==> src/rtl/sweep_pkg.sv <==
// Shared encodings for the DAC code sweep generator: command opcodes and
// sweep FSM states.
package sweep_pkg;

    typedef enum logic [1:0] {
        OPC_ARM   = 2'b00,
        OPC_HOLD  = 2'b01,
        OPC_STEP  = 2'b10,
        OPC_ABORT = 2'b11
    } opc_e;

    typedef enum logic [1:0] {
        ST_IDLE = 2'b00,
        ST_UP   = 2'b01,
        ST_DOWN = 2'b10,
        ST_DONE = 2'b11
    } state_e;

endpackage : sweep_pkg

==> src/rtl/sweep_dwell_timer.sv <==
// Terminal-count counter used to stretch each sweep step over limit_i+1
// consecutive enabled cycles. tc_o is combinational and marks the enabled
// cycle on which the step may advance; the count then restarts from zero.
module sweep_dwell_timer #(
    parameter int DwellWidth = 8
) (
    input  logic                  clk_i,
    input  logic                  rst_ni,
    input  logic                  clr_i,
    input  logic                  en_i,
    input  logic [DwellWidth-1:0] limit_i,
    output logic                  tc_o
);

    logic [DwellWidth-1:0] cnt_d, cnt_q;

    // Terminal count reached on an enabled cycle.
    assign tc_o = en_i && (cnt_q == limit_i);

    // Next count: clear wins, otherwise count enabled cycles and wrap at terminal count.
    always_comb begin
        cnt_d = cnt_q;
        if (clr_i) begin
            cnt_d = '0;
        end else if (en_i) begin
            cnt_d = tc_o ? '0 : cnt_q + 1'b1;
        end
    end

    // Count register.
    always_ff @(posedge clk_i or negedge rst_ni) begin
        if (!rst_ni) begin
            cnt_q <= '0;
        end else begin
            cnt_q <= cnt_d;
        end
    end

endmodule : sweep_dwell_timer

==> src/rtl/sweep_counter.sv <==
// DAC code sweep generator for bolometer bias sweeps. Commands ARM / HOLD /
// STEP / ABORT drive a ramp from a latched start code to a latched stop code,
// either once (mode 0) or as a continuous triangle (mode 1). Endpoints are
// clamped exactly and the count never wraps.
// Optional build macro SWEEP_DWELL_EN adds a dwell_i input: each step then
// advances only after dwell_i+1 consecutive STEP cycles.
module sweep_counter
    import sweep_pkg::*;
#(
    parameter int Width = 12
`ifdef SWEEP_DWELL_EN
    ,
    parameter int DwellWidth = 8
`endif
) (
    input  logic             clk_i,
    input  logic             rst_ni,
    input  logic [1:0]       opc_i,
    input  logic [Width-1:0] start_i,
    input  logic [Width-1:0] stop_i,
    input  logic [Width-1:0] step_i,
    input  logic             mode_i,
`ifdef SWEEP_DWELL_EN
    input  logic [DwellWidth-1:0] dwell_i,
`endif
    output logic [Width-1:0] count_o,
    output logic             dir_o,
    output logic             done_o,
    output logic             cycle_o
);

    opc_e             opc;
    state_e           state_d, state_q;
    logic [Width-1:0] count_d, count_q;
    logic [Width-1:0] start_d, start_q;
    logic [Width-1:0] stop_d, stop_q;
    logic [Width-1:0] step_d, step_q;
    logic             mode_d, mode_q;
    logic             dir_d, dir_q;
    logic             done_d, done_q;
    logic             cycle_d, cycle_q;
    logic             step_fire;
    // One extra bit so the sum shows overflow and the difference shows borrow.
    logic [Width:0]   nxt;
    logic [Width:0]   dif;

    assign opc = opc_e'(opc_i);
    assign nxt = {1'b0, count_q} + {1'b0, step_q};
    assign dif = {1'b0, count_q} - {1'b0, step_q};

`ifdef SWEEP_DWELL_EN
    logic [DwellWidth-1:0] dwell_d, dwell_q;
    logic                  dwell_tc;

    // Dwell length is latched with the rest of the sweep configuration.
    always_comb begin
        dwell_d = dwell_q;
        if (opc == OPC_ARM) dwell_d = dwell_i;
    end

    // Dwell length register.
    always_ff @(posedge clk_i or negedge rst_ni) begin
        if (!rst_ni) dwell_q <= '0;
        else         dwell_q <= dwell_d;
    end

    // Any non-STEP cycle breaks the run of consecutive STEPs.
    sweep_dwell_timer #(
        .DwellWidth(DwellWidth)
    ) u_dwell_timer (
        .clk_i  (clk_i),
        .rst_ni (rst_ni),
        .clr_i  (opc != OPC_STEP),
        .en_i   (opc == OPC_STEP),
        .limit_i(dwell_q),
        .tc_o   (dwell_tc)
    );

    assign step_fire = (opc == OPC_STEP) && dwell_tc;
`else
    assign step_fire = (opc == OPC_STEP);
`endif

    // Command decode and sweep next-state logic.
    always_comb begin
        // NOTE: every target gets its hold value first so no path infers a latch.
        state_d = state_q;
        count_d = count_q;
        start_d = start_q;
        stop_d  = stop_q;
        step_d  = step_q;
        mode_d  = mode_q;
        dir_d   = dir_q;
        done_d  = done_q;
        cycle_d = 1'b0;

        unique case (opc)
            OPC_ABORT: begin
                count_d = '0;
                dir_d   = 1'b0;
                done_d  = 1'b0;
                state_d = ST_IDLE;
            end
            OPC_ARM: begin
                start_d = start_i;
                stop_d  = stop_i;
                step_d  = step_i;
                mode_d  = mode_i;
                count_d = start_i;
                dir_d   = 1'b0;
                // An empty or inverted range is reported as done immediately.
                if (start_i >= stop_i) begin
                    done_d  = 1'b1;
                    state_d = ST_DONE;
                end else begin
                    done_d  = 1'b0;
                    state_d = ST_UP;
                end
            end
            OPC_STEP: begin
                if (step_fire) begin
                    unique case (state_q)
                        ST_UP: begin
                            if (nxt >= {1'b0, stop_q}) begin
                                count_d = stop_q;
                                if (mode_q) begin
                                    dir_d   = 1'b1;
                                    state_d = ST_DOWN;
                                end else begin
                                    done_d  = 1'b1;
                                    state_d = ST_DONE;
                                end
                            end else begin
                                count_d = nxt[Width-1:0];
                            end
                        end
                        ST_DOWN: begin
                            if (dif[Width] || (dif[Width-1:0] <= start_q)) begin
                                count_d = start_q;
                                dir_d   = 1'b0;
                                cycle_d = 1'b1;
                                state_d = ST_UP;
                            end else begin
                                count_d = dif[Width-1:0];
                            end
                        end
                        default: ;  // IDLE and DONE ignore STEP
                    endcase
                end
            end
            default: ;  // HOLD keeps everything
        endcase
    end

    // Sweep state registers.
    always_ff @(posedge clk_i or negedge rst_ni) begin
        // NOTE: sequential state uses <= so all flops sample pre-edge values together.
        if (!rst_ni) begin
            state_q <= ST_IDLE;
            count_q <= '0;
            start_q <= '0;
            stop_q  <= '0;
            step_q  <= '0;
            mode_q  <= 1'b0;
            dir_q   <= 1'b0;
            done_q  <= 1'b0;
            cycle_q <= 1'b0;
        end else begin
            state_q <= state_d;
            count_q <= count_d;
            start_q <= start_d;
            stop_q  <= stop_d;
            step_q  <= step_d;
            mode_q  <= mode_d;
            dir_q   <= dir_d;
            done_q  <= done_d;
            cycle_q <= cycle_d;
        end
    end

    assign count_o = count_q;
    assign dir_o   = dir_q;
    assign done_o  = done_q;
    assign cycle_o = cycle_q;

endmodule : sweep_counter

==> config.mk <==
export PLATFORM = sky130hd
export DESIGN_NAME = sweep_counter
export DESIGN_NICKNAME = d
export VERILOG_FILES = /design/src/rtl/sweep_pkg.sv /design/src/rtl/sweep_dwell_timer.sv /design/src/rtl/sweep_counter.sv
export SDC_FILE = /design/constraint.sdc
export NUM_CORES = 1
export LEC_CHECK = 0
export ABC_AREA = 1
export ABC_CLOCK_PERIOD_IN_PS = 3700
export CAP_MARGIN = 20
export CORE_ASPECT_RATIO = 0.9
export CORE_MARGIN = 3
export CORE_UTILIZATION = 57
export DETAILED_ROUTE_END_ITERATION = 10
export PLACE_DENSITY = 0.81
export REMOVE_ABC_BUFFERS = 1
export SETUP_SLACK_MARGIN = 0.15
export SYNTH_ARGS = -nofsm -noshare
export SYNTH_HDL_FRONTEND = slang
export SYNTH_SLANG_ARGS = --single-unit
==> constraint.sdc <==
create_clock -name clk_i -period 3.7 [get_ports clk_i]
set_input_delay 0.555 -clock clk_i [delete_from_list [all_inputs] [get_ports clk_i]]
set_output_delay 0.555 -clock clk_i [all_outputs]
set_load 0.03 [all_outputs]
==> qor.txt, run 1 <==
Drt drc: 0
Worst-path clk slew: 110 ps
EDFF count, synth: 0
CP max stage delay: 410 ps
Post-synthesis xor/xnor area fraction: 0.0340
Port Buf Inserts: 55
Grt ovf: 0
Area Overhead vs Synth: 21.4%
Mean Syn Cell Area: 7.08 um2
Yosys warnings: 0
Max Cap Viol: 0
Core footprint: 0.00773 mm2
Die Span X: 101 um
Chain of cells forming the critical path: buf_4 -> ha_1 -> nand3_1 -> nand2_1 -> a21oi_1 -> o21ai_0 -> xor2_1 -> inv_1 -> ha_1 -> nand4_1 -> nor3_2 -> nand4_1 -> nand3_4 -> nand2_1 -> a31oi_2 -> nand3_1 -> nand2_1 -> o21ai_0
Setup crit end: dir_o
Crit path kind: register to register
Skew final: 8.87 ps
Die height: 91.6 um
Multiplexer share of the synthesized area: 0
Worst reg2reg path startpoint: count_o[1]
Area of the die: 0.00926 mm2
Worst Setup SP: count_o[1]
Slew @ Worst Pin: 868 ps
GPL Wtd Cong: 0.954
Layout fillers: 654
CTS root buffer: clkbuf_8
Setup TNS: 0 ps
RSZ-0062 raised after global routing: false
Initial antenna violation count: 0
First-pass GRT wire length: 20.4 mm
Crit path required time: 3910 ps
Synth Area in Compound Gates: 0.155
Share of cells above drive strength 1: 0.105
Starting Density: 0.600
Ys async rst share: 1.00
CTS tree: yes
Mapped cell area: 0.00464 mm2
Number of DRC markers in iteration 0: 225
Share of the synthesized area in the top cell type: 0.291
Count leader, synth: nand2_1
Maximum vdd drop: 0.437 mV
Adder-Cell Fraction of Synth Area: 0.170
Worst path arrival time: 3600 ps
Final setup margin: 309 ps
Clock Latency Late Sink: 320 ps
Io pins: 56
Highest-delay cell along the critical path: dfrtp_1
Number of global-route vias before repair: 4277
Total GRT Usage: 0.277
H-Tree Depth: 2
Clock buffer count from CTS: 5
Max Fclk: 295 MHz
CP max FO: 8
Most frequent cells after synthesis: 143 x nand2_1, 107 x inv_1, 60 x ha_1
Synth top area cells: dfrtp_1 29%, ha_1 16%, nand2_1 12%
Ys flop type: dfrtp_1
Area share of and/or/nand/nor cells after synthesis: 0.238
Final hold vios: 0
Power Density: 734 mW/mm2
Post-Syn Instances: 656
Pleak: 0.00286 uW
Worst hold path class: input port to async pin
Routed Antenna Nets: 0
R2R Setup Slk: 310 ps
Tcrit/Tclk final: 0.917
Final setup vio count: 0
Antenna Cells: 0
Drt wl/cell: 15.7 um
Clock Sinks: 54
Drt total wl: 12.7 mm
Worst R2R Path Depth: 18
Final core utilization: 0.729
Most frequent CP cell: nand2_1
Reg2reg end: dir_o
Hpwl dp: 10.1 mm
Fin nets: 817
Status: completed
Synth area leader: dfrtp_1
Post-layout min period: 3390 ps
Largest family of logic cells by synthesized area: simple AND/OR/NAND/NOR gates
Register bit total from synthesis: 54
Synth unique cells: 36
Startpoint types: register
Max_slew headroom: 0.421
Row count: 30
Largest net degree at the start of global routing: 52
Pre-antenna DRT Iters: 5
Clk buf depth: 2
Worst slack, placed: 17.6 ps
CP endpoint kind: register
Seq/Total Area, Yosys: 0.291
Max-slew violations: 0
Vias: 4535
Via density: 5.59
==> state kept, by name, indices dropped and copies added (netlist names) <==
signal and count:
state_q 2, start_q 12, dir_o 1, stop_q 12, done_o 1, cycle_o 1, mode_q 1, step_q 12
count_o 12
==> per-layer routing <==
layer,track usage,share of wire,up-vias
met5,0,0,-
met4,0.0775,0.020,0
met3,0.0297,0.059,21
met2,0.461,0.48,182
met1,0.379,0.44,2095
li1,-,-,2237
==> layout by cell type, fill, tap and decap left out, types with 3 or more instances in the layout <==
master / n
nand2_1: 137
inv_1: 103
ha_1: 54
clkdlybuf4s50_1: 54
a21oi_1: 53
dfrtp_1: 52
o21ai_0: 50
nand3_1: 49
nor2_1: 39
buf_4: 14
xor2_1: 12
nand2_2: 9
inv_2: 8
nor3_1: 8
xor2_2: 5
o211ai_1: 5
clkbuf_8: 5
nand4_1: 4
o21ai_1: 4
a21oi_2: 3
o21bai_1: 3
nand3_2: 3
ha_2: 3
ha_4: 3
==> area by class of cell <==
| type | count | area, um2 | area share |
|---|---|---|---|
| multi-input cells | 470 | 2940 | 0.522 |
| flip-flops and latches | 54 | 1350 | 0.240 |
| repair buffers | 71 | 682 | 0.121 |
| inverters | 112 | 420 | 0.0746 |
| well taps | 96 | 120 | 0.0213 |
| clock buffers | 5 | 68.8 | 0.0122 |
| clock inverters | 3 | 47.5 | 0.00844 |
==> worst max-delay path: cells and delay by family, from the launching register on <==
family	cells	cell delay (ps)
buffers and inverters	2	230
xor gates and xnor gates	1	240
AOI/OAI and AO/OA	4	570
adders and majority gates	2	580
DFF	1	410
and+or+nand+nor	9	1220
==> repair_timing <==
action / 4_1_cts / 5_1_grt
endpoints found under the setup margin: 13 / 16
pin swaps: 0 / 7
hold buffers: 0 / 0
gates resized for setup: 6 / 36
endpoints found under the hold margin: 0 / 0
setup buffers: 0 / 3
==> stage by stage <==
step / instances / instance area (um2) / hold WS [ps] / total power (uW)
floorplan: 636 / 4540 / 259 / 2610
global placement: 800 / 5330 / 471 / 3360
detailed placement: 800 / 5330 / 482 / 3410
CTS: 808 / 5460 / 362 / 3880
global route: 811 / 5640 / 379 / 4520
finish: 811 / 5640 / 333 / 4140
==> how the worst min path moves through the flow <==
stage	from	end	slack [ps]	cells past startpoint
2_1_floorplan	rst_ni	count_o[0]	260	0
5_1_grt	rst_ni	start_q[6]	380	1
3_3_place_gp	dir_o	dir_o	470	2
4_1_cts	rst_ni	start_q[6]	360	1
3_5_place_dp	dir_o	dir_o	480	2
6_report	rst_ni	start_q[6]	330	1
==> power breakdown <==
part / switching (uW) / internal, uW / total [uW]
sequential: 95.5 / 699 / 794
combinational: 1790 / 1110 / 2910
clock: 230 / 207 / 437
==> cells by family (layout without fill, tap and decap cells) <==
logic type	count (synthesis)	in the layout
DFF	54	54
buffers and inverters	132	191
and+or+nand+nor	260	260
adders and majority gates	62	62
xor gates and xnor gates	18	18
AOI/OAI and AO/OA	130	130
Power figures use the tool's default switching activity.
==> run 2, diff against run 1 <==
CORE_UTILIZATION = 50   (was 57)
PLACE_DENSITY = not set   (was 0.81)
PLACE_DENSITY_LB_ADDON = 0.12   (was not set)
SLEW_MARGIN = 10   (was not set)
==> qor.txt, run 2 (synthesis results as in run 1) <==
Clock buffer count from CTS: 5
Clock Latency Late Sink: 310 ps
Crit path required time: 3910 ps
Drt total wl: 13.3 mm
CTS tree: yes
Worst path arrival time: 3530 ps
Clock Sinks: 54
Max-slew violations: 0
Hpwl dp: 10.3 mm
Drt wl/cell: 15.7 um
Number of global-route vias before repair: 4272
Largest net degree at the start of global routing: 53
Number of DRC markers in iteration 0: 274
NetSw: 2180 uW
Buf+Inv Stages, Crit Path: 5
Final hold vios: 0
Startpoint types: register
Sw frac: 0.505
Tcrit/Tclk final: 0.897
Placed insts: 826
Clock network fraction of total power: 0.098
CP max stage delay: 400 ps
Post-layout min period: 3320 ps
Pleak: 0.00292 uW
Worst-path clk slew: 100 ps
Core footprint: 0.00881 mm2
Final setup margin: 380 ps
Vias: 4521
Routed Antenna Nets: 0
Slew @ Worst Pin: 733 ps
Worst Setup SP: step_q[0]
Die Span X: 108 um
Power share of the sequential group: 0.183
Grt ovf: 0
Setup TNS: 0 ps
CP endpoint kind: register
Final setup vio count: 0
Drt drc: 0
Most frequent cells in the layout: 138 x nand2_1, 103 x inv_1, 54 x clkdlybuf4s50_1
Via density: 5.36
Initial antenna violation count: 0
Io pins: 56
Worst hold path class: input port to async pin
Maximum vdd drop: 0.302 mV
Skew final: 10.1 ps
Highest-delay cell along the critical path: dfrtp_1
Starting Density: 0.527
Antenna Cells: 0
GPL Wtd Cong: 0.950
Max Fclk: 301 MHz
Delay-heaviest family, CP: simple AND/OR/NAND/NOR gates
First-pass GRT wire length: 21.2 mm
Worst slack, placed: -16.4 ps
H-Tree Depth: 2
Area of the die: 0.0105 mm2
Chain of cells forming the critical path: ha_2 -> inv_1 -> fa_2 -> inv_2 -> nand2_1 -> nand3_2 -> a21oi_1 -> xor2_1 -> buf_4 -> ha_4 -> nand2_2 -> inv_1 -> a21oi_1 -> nand2_1 -> nor2_1 -> nand2_1 -> nand2_1 -> nand2_1 -> nand2_4 -> nand2_8 -> o211ai_1 -> nand3_1 -> nand2_1 -> inv_1
Fin nets: 828
Combinational power share: 0.719
Area Overhead vs Synth: 24.9%
Most common cell after layout, fill and taps aside: nand2_1
Max_slew headroom: 0.511
Most frequent CP cell: nand2_1
Int Pwr: 2150 uW
Crit path kind: register to register
Status: completed
CTS root buffer: clkbuf_8
Row count: 32
Clk buf depth: 2
Die height: 97.4 um
Share of cells above drive strength 1: 0.123
Max Cap Viol: 0
Pre-antenna DRT Iters: 7
Finished Layout Cells: 844
Port Buf Inserts: 55
Worst reg2reg path startpoint: step_q[0]
Total GRT Usage: 0.253
Power Density: 747 mW/mm2
RSZ-0062 raised after global routing: true
CP max FO: 15
==> run 2: cell types whose count changed in the layout (fill, tap and decap cells not counted), sizes merged <==
cell and change:
inv -2, clkbuf +1, buf +11
==> run 2: per-stage QoR <==
stage / power [uW] / hold slack, ps / util / instance area [um2]
final: 4330 / 289 / 0.658 / 5800
after global routing: 4730 / 328 / 0.658 / 5800
after global placement: 3440 / 466 / 0.611 / 5380
after CTS: 3970 / 316 / 0.626 / 5510
after detailed placement: 3480 / 473 / 0.611 / 5380
after floorplan: 2610 / 259 / - / 4540
==> run 2: per-layer routing <==
metal  wire (um)  vias up  part of all wire  GRT usage
met5           0        -                 0          0
met3         645       12             0.049     0.0299
met1        6150     2134              0.46      0.361
li1            -     2249                 -          -
met4         188        0             0.014     0.0515
met2        6270      126              0.47      0.413
==> run 2: layout make-up <==
class	count	area, um2
inverters	112	423
clock buffers	6	82.6
repair buffers	82	764
clock inverters	1	30.0
multi-input cells	470	3000
well taps	119	149
fillers	803	3010
flip-flops and latches	54	1350
==> run 2: repair_timing <==
item	in CTS	in global routing
gates cloned	0	0
hold buffers	0	0
gates resized for setup	5	45
setup buffers	1	10
endpoints found under the setup margin	14	16
pin swaps	0	14
==> run 2: path summary, 6_finish.rpt <==
path	depth (start not counted)	endpoint	slack, ps
hold reg to reg	2	dir_o	500
min in group clk_i	2	dir_o	500
max in group asynchronous	2	count_o[2]	2530
setup reg to reg	24	count_o[6]	380
setup / recovery	24	count_o[6]	380
hold / removal	1	state_q[0]	290
==> run 2: power by group through the flow <==
stage / Sequential, uW / Clock [uW] / Combinational (uW)
2_1_floorplan: 881 / 0 / 1730
5_1_grt: 808 / 457 / 3460
3_3_place_gp: 790 / 0 / 2640
3_5_place_dp: 795 / 0 / 2690
4_1_cts: 785 / 435 / 2750
6_report: 793 / 426 / 3110
==> run 2: worst reg2reg max path, delay by kind of cell, from the launching register on <==
| kind | cells | cell delay [ps] |
|---|---|---|
| fa+ha+maj | 3 | 770 |
| xor+xnor | 1 | 150 |
| simple gates | 12 | 1070 |
| compound gates | 3 | 450 |
| buf+inv | 5 | 360 |
| flops | 1 | 400 |
